$ cat config.mk
export PLATFORM = sky130hd
export DESIGN_NAME = exec_step_ctrl
export DESIGN_NICKNAME = d
export VERILOG_FILES = /design/src/rtl/exec_step_ctrl.sv
export SDC_FILE = /design/constraint.sdc
export NUM_CORES = 1
export LEC_CHECK = 0
export ABC_AREA = 1
export ABC_CLOCK_PERIOD_IN_PS = 2750
export BUFFER_PORTS_ARGS = -buffer_cell sky130_fd_sc_hd__buf_4
export CAP_MARGIN = 5
export CORE_ASPECT_RATIO = 2
export CORE_MARGIN = 5
export CORE_UTILIZATION = 49
export CTS_CLUSTER_DIAMETER = 120
export DETAILED_ROUTE_END_ITERATION = 8
export PLACE_DENSITY = 0.79
export SYNTH_ARGS = -nofsm -noshare
export SYNTH_HDL_FRONTEND = slang
export SYNTH_SLANG_ARGS = --single-unit
$ cat constraint.sdc
create_clock -name clock -period 2.75 [get_ports clock]
set_input_delay 0.4125 -clock clock [delete_from_list [all_inputs] [get_ports clock]]
set_output_delay 0.4125 -clock clock [all_outputs]
set_load 0.02 [all_outputs]
$ cat src/rtl/exec_step_ctrl.sv
// Execution controller: turns board keys/switches into a one-cycle core clock
// enable with run, pause, single-step, halt and one instruction breakpoint.

module exec_step_key_det (
  input  logic clock,
  input  logic reset,
  input  logic key_n,
  output logic press_c
);

  logic sync1;
  logic sync2;
  logic prev;

  // Two-flop synchronizer plus a history flop for falling-edge detection
  always_ff @(posedge clock) begin
    if (reset) begin
      sync1 <= 1'b1;
      sync2 <= 1'b1;
      prev  <= 1'b1;
    end else begin
      sync1 <= key_n;
      sync2 <= sync1;
      prev  <= sync2;
    end
  end

  assign press_c = prev & ~sync2;

endmodule

module exec_step_ctrl #(
  parameter int unsigned DIV_COUNT = 25000000,
  parameter int unsigned CNT_W     = 25
) (
  input  logic        clock,
  input  logic        reset,
  input  logic        run_n,
  input  logic        step_n,
  input  logic        halt,
  input  logic        bp_enable,
  input  logic [31:0] bp_addr,
  input  logic [31:0] pc,
  output logic        cpu_en,
  output logic [1:0]  state,
  output logic        bp_hit,
  output logic [31:0] step_count
);

  localparam int unsigned ADDR_W  = 32;
  localparam int unsigned COUNT_W = 32;

  localparam logic [1:0] ST_IDLE  = 2'b00;
  localparam logic [1:0] ST_RUN   = 2'b01;
  localparam logic [1:0] ST_STEP  = 2'b10;
  localparam logic [1:0] ST_BREAK = 2'b11;

  logic               run_press_c;
  logic               step_press_c;
  logic               bp_match_c;
  logic               tick_c;

  logic [CNT_W-1:0]   prescale_q;
  logic [CNT_W-1:0]   prescale_next;
  logic               skip_q;
  logic               skip_next;
  logic [1:0]         state_next;
  logic               cpu_en_next;
  logic               bp_hit_next;
  logic [COUNT_W-1:0] step_count_next;

  exec_step_key_det u_run_det (
    .clock   (clock),
    .reset   (reset),
    .key_n   (run_n),
    .press_c (run_press_c)
  );

  exec_step_key_det u_step_det (
    .clock   (clock),
    .reset   (reset),
    .key_n   (step_n),
    .press_c (step_press_c)
  );

  assign bp_match_c = bp_enable & (pc == ADDR_W'(bp_addr));
  assign tick_c     = (prescale_q == CNT_W'(DIV_COUNT - 1));

  // State and all registered outputs
  always_ff @(posedge clock) begin
    if (reset) begin
      state      <= ST_IDLE;
      cpu_en     <= 1'b0;
      bp_hit     <= 1'b0;
      step_count <= '0;
      prescale_q <= '0;
      skip_q     <= 1'b0;
    end else begin
      state      <= state_next;
      cpu_en     <= cpu_en_next;
      bp_hit     <= bp_hit_next;
      step_count <= step_count_next;
      prescale_q <= prescale_next;
      skip_q     <= skip_next;
    end
  end

  // Next-state and output decode; halt overrides every key press
  always_comb begin
    state_next  = state;
    skip_next   = skip_q;
    cpu_en_next = 1'b0;

    if (halt) begin
      state_next = ST_IDLE;
      skip_next  = 1'b0;
    end else begin
      case (state)
        ST_IDLE: begin
          if (run_press_c) begin
            state_next = ST_RUN;
          end else if (step_press_c) begin
            state_next = ST_STEP;
          end
        end
        ST_RUN: begin
          if (run_press_c) begin
            state_next = ST_IDLE;
          end else if (tick_c) begin
            if (bp_match_c && !skip_q) begin
              state_next = ST_BREAK;
            end else begin
              cpu_en_next = 1'b1;
              skip_next   = 1'b0;
            end
          end
        end
        ST_STEP: begin
          cpu_en_next = 1'b1;
          state_next  = ST_IDLE;
        end
        ST_BREAK: begin
          // skip lets the breakpointed instruction execute once on resume
          if (run_press_c) begin
            state_next = ST_RUN;
            skip_next  = 1'b1;
          end else if (step_press_c) begin
            state_next = ST_STEP;
          end
        end
      endcase
    end

    bp_hit_next     = (state_next == ST_BREAK);
    step_count_next = step_count + COUNT_W'(cpu_en_next);

    if (state == ST_RUN) begin
      prescale_next = tick_c ? '0 : prescale_q + CNT_W'(1);
    end else begin
      prescale_next = '0;
    end
  end

endmodule

# == Word-level counts from Yosys, hierarchy flattened ==
# Index checks and enable logic that the tools add are counted.
# word_totals
register_bits,68
inputBits,70
elab_cells,55
output_inout_bits,36
# classes
mux,17
n_eq_ne,10
add_sub_neg,2
n_bitwise,6
n_reduce_logical,8
# op_table
cell,n
$add A32 B1 Y32,1
$eq A32 B32 Y1,1
$add A25 B1 Y25 const B,1
$eq A25 B25 Y1 const B,1
$mux W2,6
$mux W1,8
$ne A2 B2 Y1 const B,4
$eq A2 B2 Y1 const B,3
$pmux W2 S3,1
$reduce_and A5 Y1,1
$pmux W1 S2,2
$reduce_or A2 Y1,2
$and A1 B1 Y1,3
$not A1 Y1,3
$reduce_or A3 Y1,1
$eq A2 B1 Y1 const B,1
$logic_not A2 Y1,1
$reduce_bool A2 Y1,1
$logic_and A1 B1 Y1,1
$logic_not A1 Y1,1

# == Longest topological paths before layout ==
# logic_depth
ltp_word,9
ltp_mapped,25
mapped_depth_nobuf,25

# == Cells and area by module ==
# A second synthesis with hierarchy kept.
# unflattened
hier_cells,734
hier_area_um2,4466.8
# by_module_without_submodules
module,instances,cells_each,area_each_um2,seq_area_each_um2
exec_step_ctrl,1,710,4279.1,1241.2
exec_step_key_det,2,12,93.8,60.1

# == Worst setup path after synthesis ==
# Ideal clock, no wire load.
# synth_path
kind,reg-to-reg
from,reg state[0]
to,reg step_count[20]
setup_ns,0.119
n_path_buf,0
t_arrival_ns,2.610
period_less_slack_ns,2.729
required_time_ns,2.631
stages_incl_launch_ff,22
path_slack_ns,0.021
path_cell_list,dfxtp_1 ha_1 inv_1 nor2_1 nand3_1 o21bai_1 nand2_1 nand2_1 nor2_1 ha_1 ha_1 nand2_1 inv_2 nand2_2 nor2_4 nand2_2 nor2_4 nand2_1 nor2_1 nand2_1 o21ai_0 a21oi_1
# synth_between
elab_chain_cells,4
elab_cells_between_ends,5
classes_between,add/sub (1); eq/ne (2); mux (2)
# synth_lines
item,line_no,source
"start, declared",45,"output logic [1:0] state,"
"start signal, assigned",99,state <= state_next;
$eq A2 B2 Y1 / $eq A2 B1 Y1 (equally long branches),118,case (state)
$pmux W1 S2 *,118,
$mux W1 *,114,if (halt) begin
named net cpu_en_next,68,logic cpu_en_next;
$add A32 B1 Y32 *,155,step_count_next = step_count + COUNT_W'(cpu_en_next);
"end signal, assigned",102,step_count <= step_count_next;
"end, declared",47,output logic [31:0] step_count
# Mark *: on every way through the listed nets, which the timed path passes. The rest lies on a longest branch.
# A chain may end at the register's enable or synchronous reset.

# == Worst setup path in the final report ==
# layout_path
from,reg prescale_q[8]
to,reg step_count[28]
# layout_between
elab_chain_cells,6
# layout_lines
item,line_no,source
"start, declared",63,logic [CNT_W-1:0] prescale_q;
"start signal, assigned",103,prescale_q <= prescale_next;
$eq A25 B25 Y1,87,assign tick_c = (prescale_q == CNT_W'(DIV_COUNT - 1));
$mux W1,129,end else if (tick_c) begin
$mux W1,127,if (run_press_c) begin
$pmux W1 S2,118,
$mux W1,114,
named net cpu_en_next,68,
$add A32 B1 Y32,155,
# The timed path passes the listed nets, and every way through them passes these cells.

==> impl_metrics.tcl <==
set metrics [dict create \
    r2r-start "prescale_q[8]$_SDFF_PP0_" \
    synth_async_sr_flop_share_pct 0 \
    hold_path.class "in2reg" \
    synth_edf_count 0 \
    num_rows 49 \
    die_y_um 145 \
    nNetsFinal 953 \
    synth_fp_nets 791 \
    cp.required_ns 3.01 \
    holdCritStartpoint "step_n" \
    synth_commonest_cells "nand2_1, inv_1, nor2_1" \
    setup_viol 11 \
    dp_slack_ns -0.107 \
    hpwl_um 11100 \
    clock_latency_ns 0.33 \
    antenna_cells 0 \
    path_class "reg2reg" \
    rrSetupSlack_ns -0.18 \
    drt_iter0_drc 231 \
    dp.cells 958 \
    arrival_ns 3.19 \
    place_congestion 0.965 \
    power.total_mw 2.42 \
    boundaryPins 106 \
    cts_buffers 9 \
    routed_wl_um 14400 \
    status "finished, violations left" \
    setup-tns-final_ns -1.19 \
    die-area_um2 11200 \
    ctsLongestPathBuffers 2 \
    overflow 0 \
    min_path_cells 2 \
    reg2reg_depth 22 \
    portBuffers 105 \
    power_density_nw_per_um2 389 \
    synth.area.top_cells "dfxtp_1, nand2_1, inv_1" \
    syn2layout_area_growth_pct 40.0 \
    leakagePower_nw 3.01 \
    violations "negative setup slack" \
    start_kind "flip-flop" \
    slew_headroom_pct 66.9 \
    worstReg2RegEnd "step_count[28]$_SDFF_PP0_" \
    drv_slew 0 \
    first_global_vias 5128 \
    timing.final.crit_share_pct 106 \
    wl_per_cell_um 14.6 \
    hold_violations 0 \
    synthCells 715 \
    cap_viol_max_count 0 \
    coreArea_um2 8950 \
    final_cell_area_um2 6220 \
    vias 5056 \
    firstDrtPassIters 6 \
    grt_use_total_pct 24.6 \
    fmax_mhz 342 \
    ys_seq_area_share_pct 30.6 \
    end_kind "flip-flop" \
    ant_nets 0 \
    period_minus_slack_ns 2.93 \
    drive_gt1_share_pct 30.0 \
    drc 0 \
    fin_ws_ns -0.177 \
    ys_warn_count 0 \
    initial_core_util_pct 49.7 \
    ys.flop_type "dfxtp_1" \
    cts_root_buffer "clkbuf_16" \
    ir_drop_uv 464 \
    yosysTopAreaCell "dfxtp_1" \
    ys_seq_elements 68 \
    cts.sinks 68 \
    grt_max_degree 32 \
    avgSynthCellArea_um2 6.22 \
    yosysMostFrequentCell "nand2_1" \
    ctsHtreeMaxLevel 3 \
    cts_tree "built" \
    cts.clk_slew.worst_paths_ns 0.06 \
    worst_pin_slew_ns 0.492 \
    final_cells 984 \
    synth.cell_area_um2 4440 \
    synth.top_cell.area_share_pct 30.6 \
    antenna_found_initial 0 \
    finalClockSkew_ns 0.00742 \
    placed_cell_area_um2 5650 \
    worstPathMaxFanout 3 \
    die_w_um 77.3 \
    hold_path_end "u_step_det.sync1$_SDFF_PP1_" \
    yosysUniqueCellTypes 39 \
    rsz0062_at_grt "true" \
    vias_per_cell 5.14 \
    cts_hold_buf 0 \
    grt_pass1_wl_um 22200 \
]
## layout by cell type (no fill, tap or decap), types with 3 or more instances in the layout
cell	synthesis	final
nor2_1	99	89
clkbuf_16	0	9
o21ai_1	2	3
nor4_1	3	3
or2_0	8	8
nor3_2	7	10
xnor2_1	9	9
nand2_1	191	185
xor2_1	9	9
a21oi_1	30	28
nor3b_2	3	3
ha_1	6	3
dfxtp_2	0	5
nand3_2	3	5
nand3b_1	4	4
buf_4	2	155
nor2_2	3	10
nand4_1	17	17
a21oi_2	1	3
nand2_4	1	6
o21ai_0	10	9
inv_1	134	133
nor3_1	19	15
buf_6	0	3
nand2_2	10	11
inv_2	5	6
nand3_1	30	27
or2_2	11	10
nor2_4	11	14
dfxtp_1	68	63
## area by class of cell
type                       instances  area, um2
multi-input combinational        501       2700
fill                             723       2730
timing repair buffer             158       1200
tap                              102        128
sequential                        68       1370
clock inverter                     4       47.5
clock buffer                      12        256
inverter                         139        522
## metrics by stage
stage                     hold WS [ns]  utilization, %
after detailed placement         0.406            63.1
after global placement           0.393            63.1
after global routing             0.266            69.5
final                            0.268            69.5
after floorplan                  0.389               -
after CTS                        0.259            67.8
## how the worst max path moves through the flow
stage	from	endpoint	cells past startpoint
2_1_floorplan	state[0]$_SDFF_PP0_	step_count[20]$_SDFF_PP0_	21
3_3_place_gp	state[1]$_SDFF_PP0_	step_count[20]$_SDFF_PP0_	23
3_5_place_dp	prescale_q[8]$_SDFF_PP0_	step_count[20]$_SDFF_PP0_	23
4_1_cts	prescale_q[8]$_SDFF_PP0_	step_count[28]$_SDFF_PP0_	22
5_1_grt	prescale_q[8]$_SDFF_PP0_	step_count[28]$_SDFF_PP0_	22
6_report	prescale_q[8]$_SDFF_PP0_	step_count[28]$_SDFF_PP0_	22
## repair_timing
item,in CTS,in global routing
resized for setup,19,33
setup buffers,5,5
pin swaps,3,9
endpoints found under the setup margin,8,22
## cells by family after synthesis
family | Yosys count | share of synthesized area (%)
buf+inv | 146 | 12.5
compound gates | 51 | 6.31
simple gates | 426 | 45.3
xor+xnor | 18 | 3.55
flops | 68 | 30.6
fa+ha+maj | 6 | 1.69
## worst max-delay path, stage by stage, from the launching register on
cell      delay (ns)
dfxtp_2         0.32
or2_4           0.26
nor2_4          0.08
nand3_2         0.08
nor2_2          0.12
nand3_2         0.09
o21bai_4        0.18
nand2_2         0.06
nand2_2         0.06
nor2_2          0.10
ha_2            0.22
ha_4            0.14
nand2_2         0.05
inv_2           0.09
nand2_4         0.06
nor2_4          0.10
nand2_2         0.08
nor2_4          0.13
inv_2           0.07
nor2_4          0.17
nand2_1         0.09
or2_0           0.20
a21oi_1         0.11
## registers in the layout, summed over array words and instances, names as in the netlist
signal,count
step_count,32
prescale_q,25
state,2
bp_hit,1
cpu_en,1
skip_q,1
u_run_det.prev,1
u_run_det.sync1,1
u_run_det.sync2,1
u_step_det.prev,1
u_step_det.sync1,1
u_step_det.sync2,1
## power by group
part / internal [mW] / switching (mW)
logic: 0.120 / 0.126
registers: 0.990 / 0.00199
clock network: 0.749 / 0.435
## routing by layer
metal | wire length (um) | GRT usage, % | up-vias | share of wire (%)
met5 | 0 | 0 | - | 0
li1 | - | - | 2520 | -
met3 | 791 | 5.20 | 69 | 5.5
met1 | 4660 | 21.2 | 2283 | 32
met2 | 7890 | 47.0 | 184 | 55
met4 | 1060 | 20.4 | 0 | 7.4
No activity file was read; power rests on OpenSTA's default activity.
